## config.mk

```make
export PLATFORM = sky130hd
export DESIGN_NAME = sysid_read_arbiter
export DESIGN_NICKNAME = d
export VERILOG_FILES = /design/src/rtl/sysid_read_arbiter.sv
export SDC_FILE = /design/constraint.sdc
export NUM_CORES = 1
export LEC_CHECK = 0
export CORE_ASPECT_RATIO = 1.75
export CORE_MARGIN = 2
export CORE_UTILIZATION = 40
export DETAILED_ROUTE_END_ITERATION = 6
export PLACE_DENSITY = 0.77
export SLEW_MARGIN = 30
export SYNTH_ARGS = -nofsm -noshare
export SYNTH_HDL_FRONTEND = slang
export SYNTH_SLANG_ARGS = --single-unit
```

## constraint.sdc

```tcl
create_clock -name clock -period 1.9 [get_ports clock]
set_clock_uncertainty 0.05 [all_clocks]
set_input_delay 0.38 -clock clock [delete_from_list [all_inputs] [get_ports clock]]
set_output_delay 0.38 -clock clock [all_outputs]
set_load 0.05 [all_outputs]
```

## src/rtl/sysid_read_arbiter.sv

```systemverilog
// Round-robin arbiter that shares the system ID slave (addr 0 = ID, addr 1 = timestamp)
// between NUM_REQ Avalon-MM read masters using an accept -> access -> respond pipeline.
module sysid_read_arbiter #(
   parameter int NUM_REQ   = 2,
   parameter int SLAVE_LAT = 1,
   parameter int ID_W      = 3
) (
   input  logic               clock,
   input  logic               reset,
   input  logic [NUM_REQ-1:0] req_read,
   input  logic [NUM_REQ-1:0] req_address,
   output logic [NUM_REQ-1:0] req_waitrequest,
   output logic [NUM_REQ-1:0] req_readdatavalid,
   output logic [31:0]        req_readdata,
   output logic               slv_address,
   input  logic [31:0]        slv_readdata,
   output logic               busy,
   output logic [ID_W-1:0]    grant_id
);

   typedef enum logic [1:0] {
      IDLE    = 2'd0,
      ACCESS  = 2'd1,
      RESPOND = 2'd2
   } state_t;

   localparam logic [2:0] LAT_LAST = 3'(SLAVE_LAT - 1);

   state_t             state_q, state_d;
   logic [2:0]         lat_cnt_q, lat_cnt_d;
   logic [ID_W-1:0]    rr_q, rr_d;
   logic [ID_W-1:0]    grant_q, grant_d;
   logic [ID_W-1:0]    winner_s;
   logic               slv_addr_q, slv_addr_d;
   logic               win_addr_s;
   logic               found_s;
   logic               take_s;
   logic [31:0]        data_q, data_d;
   logic [NUM_REQ-1:0] rdv_q, rdv_d;
   logic [NUM_REQ-1:0] accept_s;
   logic [NUM_REQ-1:0] grant_oh_s;
   logic               busy_q, busy_d;
   int                 dist_s;
   int                 best_dist_s;

   // Winner is the active requester with the smallest rotated distance from the RR pointer
   always_comb begin
      best_dist_s = NUM_REQ;
      dist_s      = 0;
      take_s      = 1'b0;
      winner_s    = {ID_W{1'b0}};
      win_addr_s  = 1'b0;
      for (int i = 0; i < NUM_REQ; i++) begin
         dist_s      = (i >= int'(rr_q)) ? (i - int'(rr_q)) : (i + NUM_REQ - int'(rr_q));
         take_s      = req_read[i] && (dist_s < best_dist_s);
         best_dist_s = take_s ? dist_s : best_dist_s;
         winner_s    = take_s ? ID_W'(i) : winner_s;
         win_addr_s  = take_s ? req_address[i] : win_addr_s;
      end
      found_s = (best_dist_s < NUM_REQ);
   end

   // Accept strobe (IDLE only, suppressed in reset) and one-hot of the granted requester
   always_comb begin
      accept_s   = {NUM_REQ{1'b0}};
      grant_oh_s = {NUM_REQ{1'b0}};
      for (int i = 0; i < NUM_REQ; i++) begin
         accept_s[i]   = (state_q == IDLE) && !reset && found_s && (winner_s == ID_W'(i));
         grant_oh_s[i] = (grant_q == ID_W'(i));
      end
   end

   assign req_waitrequest = req_read & ~accept_s;

   // Transaction sequencing and next values of all registered outputs
   always_comb begin
      state_d    = state_q;
      lat_cnt_d  = lat_cnt_q;
      rr_d       = rr_q;
      grant_d    = grant_q;
      slv_addr_d = slv_addr_q;
      data_d     = data_q;
      rdv_d      = {NUM_REQ{1'b0}};
      busy_d     = busy_q;
      case (state_q)
         IDLE: begin
            if (found_s) begin
               state_d    = ACCESS;
               grant_d    = winner_s;
               slv_addr_d = win_addr_s;
               rr_d       = (winner_s == ID_W'(NUM_REQ - 1)) ? {ID_W{1'b0}} : winner_s + ID_W'(1);
               lat_cnt_d  = 3'd0;
               busy_d     = 1'b1;
            end else begin
               busy_d = 1'b0;
            end
         end
         ACCESS: begin
            if (lat_cnt_q == LAT_LAST) begin
               data_d  = slv_readdata;
               rdv_d   = grant_oh_s;
               state_d = RESPOND;
            end else begin
               lat_cnt_d = lat_cnt_q + 3'd1;
            end
         end
         RESPOND: begin
            state_d = IDLE;
            busy_d  = 1'b0;
         end
         default: begin
            state_d = IDLE;
            busy_d  = 1'b0;
         end
      endcase
   end

   // State and output registers; reset aborts any transaction in flight
   always_ff @(posedge clock) begin
      if (reset) begin
         state_q    <= IDLE;
         lat_cnt_q  <= 3'd0;
         rr_q       <= {ID_W{1'b0}};
         grant_q    <= {ID_W{1'b0}};
         slv_addr_q <= 1'b0;
         data_q     <= 32'd0;
         rdv_q      <= {NUM_REQ{1'b0}};
         busy_q     <= 1'b0;
      end else begin
         state_q    <= state_d;
         lat_cnt_q  <= lat_cnt_d;
         rr_q       <= rr_d;
         grant_q    <= grant_d;
         slv_addr_q <= slv_addr_d;
         data_q     <= data_d;
         rdv_q      <= rdv_d;
         busy_q     <= busy_d;
      end
   end

   assign req_readdatavalid = rdv_q;
   assign req_readdata      = data_q;
   assign slv_address       = slv_addr_q;
   assign busy              = busy_q;
   assign grant_id          = grant_q;

endmodule

```

# After elaboration in Yosys (flattened, before gate mapping)
# Index checks and enable logic that the tools add are counted.
dict set report word_totals {
  ff_bits 47
  wordCells 62
  in_bits 38
}
dict set report op_classes {
  muxes 16
  bitwise_logic 4
  magnitude_cmp 5
  addsub 6
  n_eq_ne 6
  n_reduce_logical 17
}
# op count
set ops {}
lappend ops {{32-bit two-way mux} 4}
lappend ops {{32-bit by 3-bit less-than comparator with 1-bit output, second input constant} 2}
lappend ops {{32-bit less-than comparator} 1}
lappend ops {{3-bit zero test} 3}
lappend ops {{1-bit by 3-bit subtractor with 4-bit output, first input constant} 2}
lappend ops {{2-bit by 3-bit subtractor with 4-bit output, first input constant} 2}
lappend ops {{1-bit by 3-bit greater-or-equal comparator with 1-bit output, first input constant} 2}
lappend ops {{1-bit logical AND} 6}
lappend ops {{2-bit two-way mux} 3}
lappend ops {{3-bit two-way mux} 2}
lappend ops {{2-bit inequality test, second input constant} 3}
lappend ops {{3-bit case mux with 2 select lines} 1}
lappend ops {{2-bit AND reduction} 3}
lappend ops {{1-bit two-way mux} 4}
lappend ops {{2-bit case mux with 2 select lines} 1}
lappend ops {{3-bit by 1-bit adder with 3-bit output, second input constant} 1}
lappend ops {{3-bit by 1-bit equality test with 1-bit output, second input constant} 1}
lappend ops {{3-bit AND reduction} 1}
lappend ops {{3-bit OR reduction} 1}
lappend ops {{1-bit by 1-bit adder with 2-bit output, second input constant} 1}
lappend ops {{2-bit AND} 1}
lappend ops {{2-bit by 1-bit equality test with 1-bit output, second input constant} 1}
lappend ops {{2-bit zero test} 1}
lappend ops {{1-bit inverter} 2}
lappend ops {{5 further kinds} 5}

# Longest topological paths before layout
dict set report depth {
  word_depth 13
  mapped_depth 7
  ltp_nobuf 5
}

# Worst setup path before layout
# OpenSTA, ideal clock, no wires.
dict set report synth_timing {
  path_type {input to output}
  start {input port reset}
  end {output port req_waitrequest[0]}
  slack_ns -0.260
  cell_stages 3
  arrival_time_ns 1.730
  t_required_ns 1.470
  path_cell_list {buf_2 > nor3_1 > a21boi_0}
}
dict set report synth_via {
  elab_chain_cells 6
}
# item line_no
set synth_rtl {}
lappend synth_rtl {{start: declaration} 9} ;# input logic reset,
lappend synth_rtl {{1-bit zero test} 68} ;# accept_s[i] = (state_q == IDLE) && !reset && found_s && (winner_s == ID_W'(i));
lappend synth_rtl {{1-bit logical AND (3 in series)} 68}
lappend synth_rtl {{2-bit inverter} 73} ;# assign req_waitrequest = req_read & ~accept_s;
lappend synth_rtl {{2-bit AND} 73}
lappend synth_rtl {{end: declaration} 12} ;# output logic [NUM_REQ-1:0] req_waitrequest,
# Every way passes these cells.

# Worst setup path after layout
dict set report layout_timing {
  start {register data_q[31] (netlist: req_readdata[31])}
  end {output port req_readdata[31]}
}
# item line_no
set layout_lines {}
lappend layout_lines {{start: declaration} 38} ;# logic [31:0] data_q, data_d;
lappend layout_lines {{start signal: assignment} 135} ;# data_q <= data_d;
lappend layout_lines {{end: declaration} 14} ;# output logic [31:0] req_readdata,
# No word-level cell between the ends.

==> qor.yml <==
status: "completed"
fmax_ghz: 0.540
wl_met3_um: 179
grt_first_pass_wirelength_um: 6540
nets: 316
utilization_pct: 59.8
slew_viol_final: 0
wl_per_cell_um: 12.4
wl_met2_um: 2230
postRouteWirelength_um: 4070
top_layer_used: "met4"
whs_path_depth: 2
instances_no_fill: 328
synth-seq-cells: 43
period_share_pct: 97.4
synth_top_area_share_pct: 47.3
p_total_w: 0.00222
cp_cell_sequence: "clkdlybuf4s50_1"
ys_top_cells_by_area: "dfxtp_1, nand2_1, a21oi_2, nand2_2, a21oi_1"
postCtsHoldBufs: 0
hp-start: "req_readdata[26]$_SDFFE_PP0P_"
final.fill_count: 396
tns_ns: 0
num_rows: 32
cp_top_family: "buffers and inverters"
final_layout_size_suffix_gt1_share_pct: 28.5
yosys_warnings: 0
core_region_area_mm2: 0.00440
vias: 1593
die_area_mm2: 0.00513
pin_count: 79
grt_max_degree: 45
fp.dieW_um: 55.0
cp_max_fo: 2
h-tree-depth: 2
rsz0062_at_grt: "false"
die_y_um: 93.2
yosys.area.top_type: "dfxtp_1"
reg2reg_depth: 6
cp_slowest_stage_delay_ns: 0.81
required_ns: 1.47
antenna_found_initial: 0
crit_type: "flip-flop to output port"
endpoint_kind: "output port"
cts_num_sinks: 43
first_pass_iters: 6
cts-buffers-inserted: 5
rr_endpoint: "req_readdata[6]$_SDFFE_PP0P_"
crit_path_top_delay_cell: "clkdlybuf4s50_1"
drt.antenna.violating_nets: 0
crit_path_start_kind: "flip-flop"
ir_worst_vdd_uv: 832
initial_utilization_pct: 41.3
cts-root-buf: "clkbuf_8"
hold_viol: 0
layout_commonest_cell: "nand2_1"
arrival_ns: 1.42
relSlewSlack_pct: 61.2
syn_area_per_cell_um2: 8.92
area_growth_pct: 44.6
powerDensity_mw_per_mm2: 842
netlist_instances: 204
path_buf_inv: 1
r2r_start: "lat_cnt_q[0]$_SDFFE_PP0P_"
drt-vias-per-instance: 4.86
hpwl_um: 2940
cts_tree: "done"
drtIter0Drc: 13
remaining_drc_errors: 0
r2r_slack_ns: 0.30
cap_violations: 0
final_cell_mix: "nand2_1, dfxtp_1, clkdlybuf4s50_1"
grt_pass1_vias: 1487
synth_seq_area_share_pct: 47.3
port_buffers: 76
min_period_ns: 1.85
hold_end: "req_readdata[26]$_SDFFE_PP0P_"
synthesis.area_mm2: 0.00182
tightest_slew_ns: 0.582
dp.cells: 320
hp-class: "flip-flop to flip-flop"
ys_types: 34
grt.overflow.total: 0
worstSkewPairLatency_ns: 0.28
setup_viol: 0
wl_met1_um: 1590
grt_usage_pct: 17.2
p_leak_nw: 1.11
cts.path.max_buffers: 2
gp_congestion: 0.697
clkSlewWorstSetupHoldPaths_ns: 0.08
antenna_cells: 0
## synth_stat cells
cell type,instances
a2111oi_0,1
a21bo_2,2
a21boi_0,2
a21oi_1,11
a21oi_2,23
a221oi_1,1
a32o_1,1
a41o_1,1
and2_1,1
buf_12,1
buf_2,6
buf_4,5
buf_6,2
buf_8,1
clkbuf_1,3
conb_1,1
dfxtp_1,43
ha_1,2
inv_1,7
mux2i_1,2
nand2_1,55
nand2_2,10
nand2b_1,3
nand3_1,1
nand3b_1,2
nand4bb_1,1
nor2_1,4
nor2_2,1
nor2b_1,2
nor3_1,3
nor4_1,2
nor4bb_1,1
o21ai_0,1
o32ai_1,2
## area by class of cell
| class | count | area [µm²] | share of cell area [%] |
|---|---|---|---|
| Clock buffer | 7 | 76.3 | 2.90 |
| Clock inverter | 1 | 5.00 | 0.190 |
| Inverter | 7 | 26.3 | 0.998 |
| Multi-Input combinational cell | 137 | 816 | 31.0 |
| Sequential cell | 43 | 862 | 32.7 |
| Tap cell | 51 | 63.8 | 2.42 |
| Timing Repair Buffer | 82 | 783 | 29.8 |
## metrics by stage
step	hold WS, ns	setup WS, ns	area [µm²]
3_5_place_dp	0.400	0.0557	2530
2_1_floorplan	0.380	0.107	1820
5_1_grt	0.430	0.00204	2630
4_1_cts	0.410	0.0188	2620
6_report	0.405	0.0490	2630
3_3_place_gp	0.392	0.0733	2530
## cells by family after synthesis
logic type,Yosys count,synth area share [%]
fa+ha+maj,2,1.37
other cells,1,0.206
mux,2,1.10
simple gates,86,21.8
compound gates,45,19.3
flops,43,47.3
buf+inv,25,8.93
## what timing repair did
action / CTS / global route
setup endpoints to repair: 0 / 8
hold endpoints to repair: 0 / 0
setup buffers: 0 / 0
resized for setup: 0 / 7
## per-layer routing
| layer | vias up | global-route usage, % |
|---|---|---|
| met4 | 0 | 7.11 |
| met3 | 6 | 4.31 |
| met2 | 42 | 30.6 |
| met5 | - | 0 |
| li1 | 805 | - |
| met1 | 740 | 18.1 |
## state kept, by name, indices dropped and copies added, names as in the netlist
| signal | flops |
|---|---|
| busy | 1 |
| grant_id | 1 |
| lat_cnt_q | 3 |
| req_readdata | 32 |
| req_readdatavalid | 2 |
| rr_q | 1 |
| slv_address | 1 |
| state_q | 2 |
## how the worst max path moves through the flow
stage / from / to / slack [ns] / cells past startpoint
floorplan: reset / req_waitrequest[0] / 0.11 / 3
global placement: req_read[0] / req_waitrequest[1] / 0.07 / 4
detailed placement: req_read[0] / req_waitrequest[1] / 0.06 / 4
CTS: state_q[1]$_SDFFE_PP0P_ / req_waitrequest[0] / 0.02 / 3
global route: req_readdata[28]$_SDFFE_PP0P_ / req_readdata[28] / 0.002 / 1
finish: req_readdata[31]$_SDFFE_PP0P_ / req_readdata[31] / 0.05 / 1
## where the power goes
part / switching (W) / internal, W
registers: 0.0000411 / 0.000967
clock network: 0.000288 / 0.000258
logic: 0.000413 / 0.000251
Power figures use the tool's default switching activity.
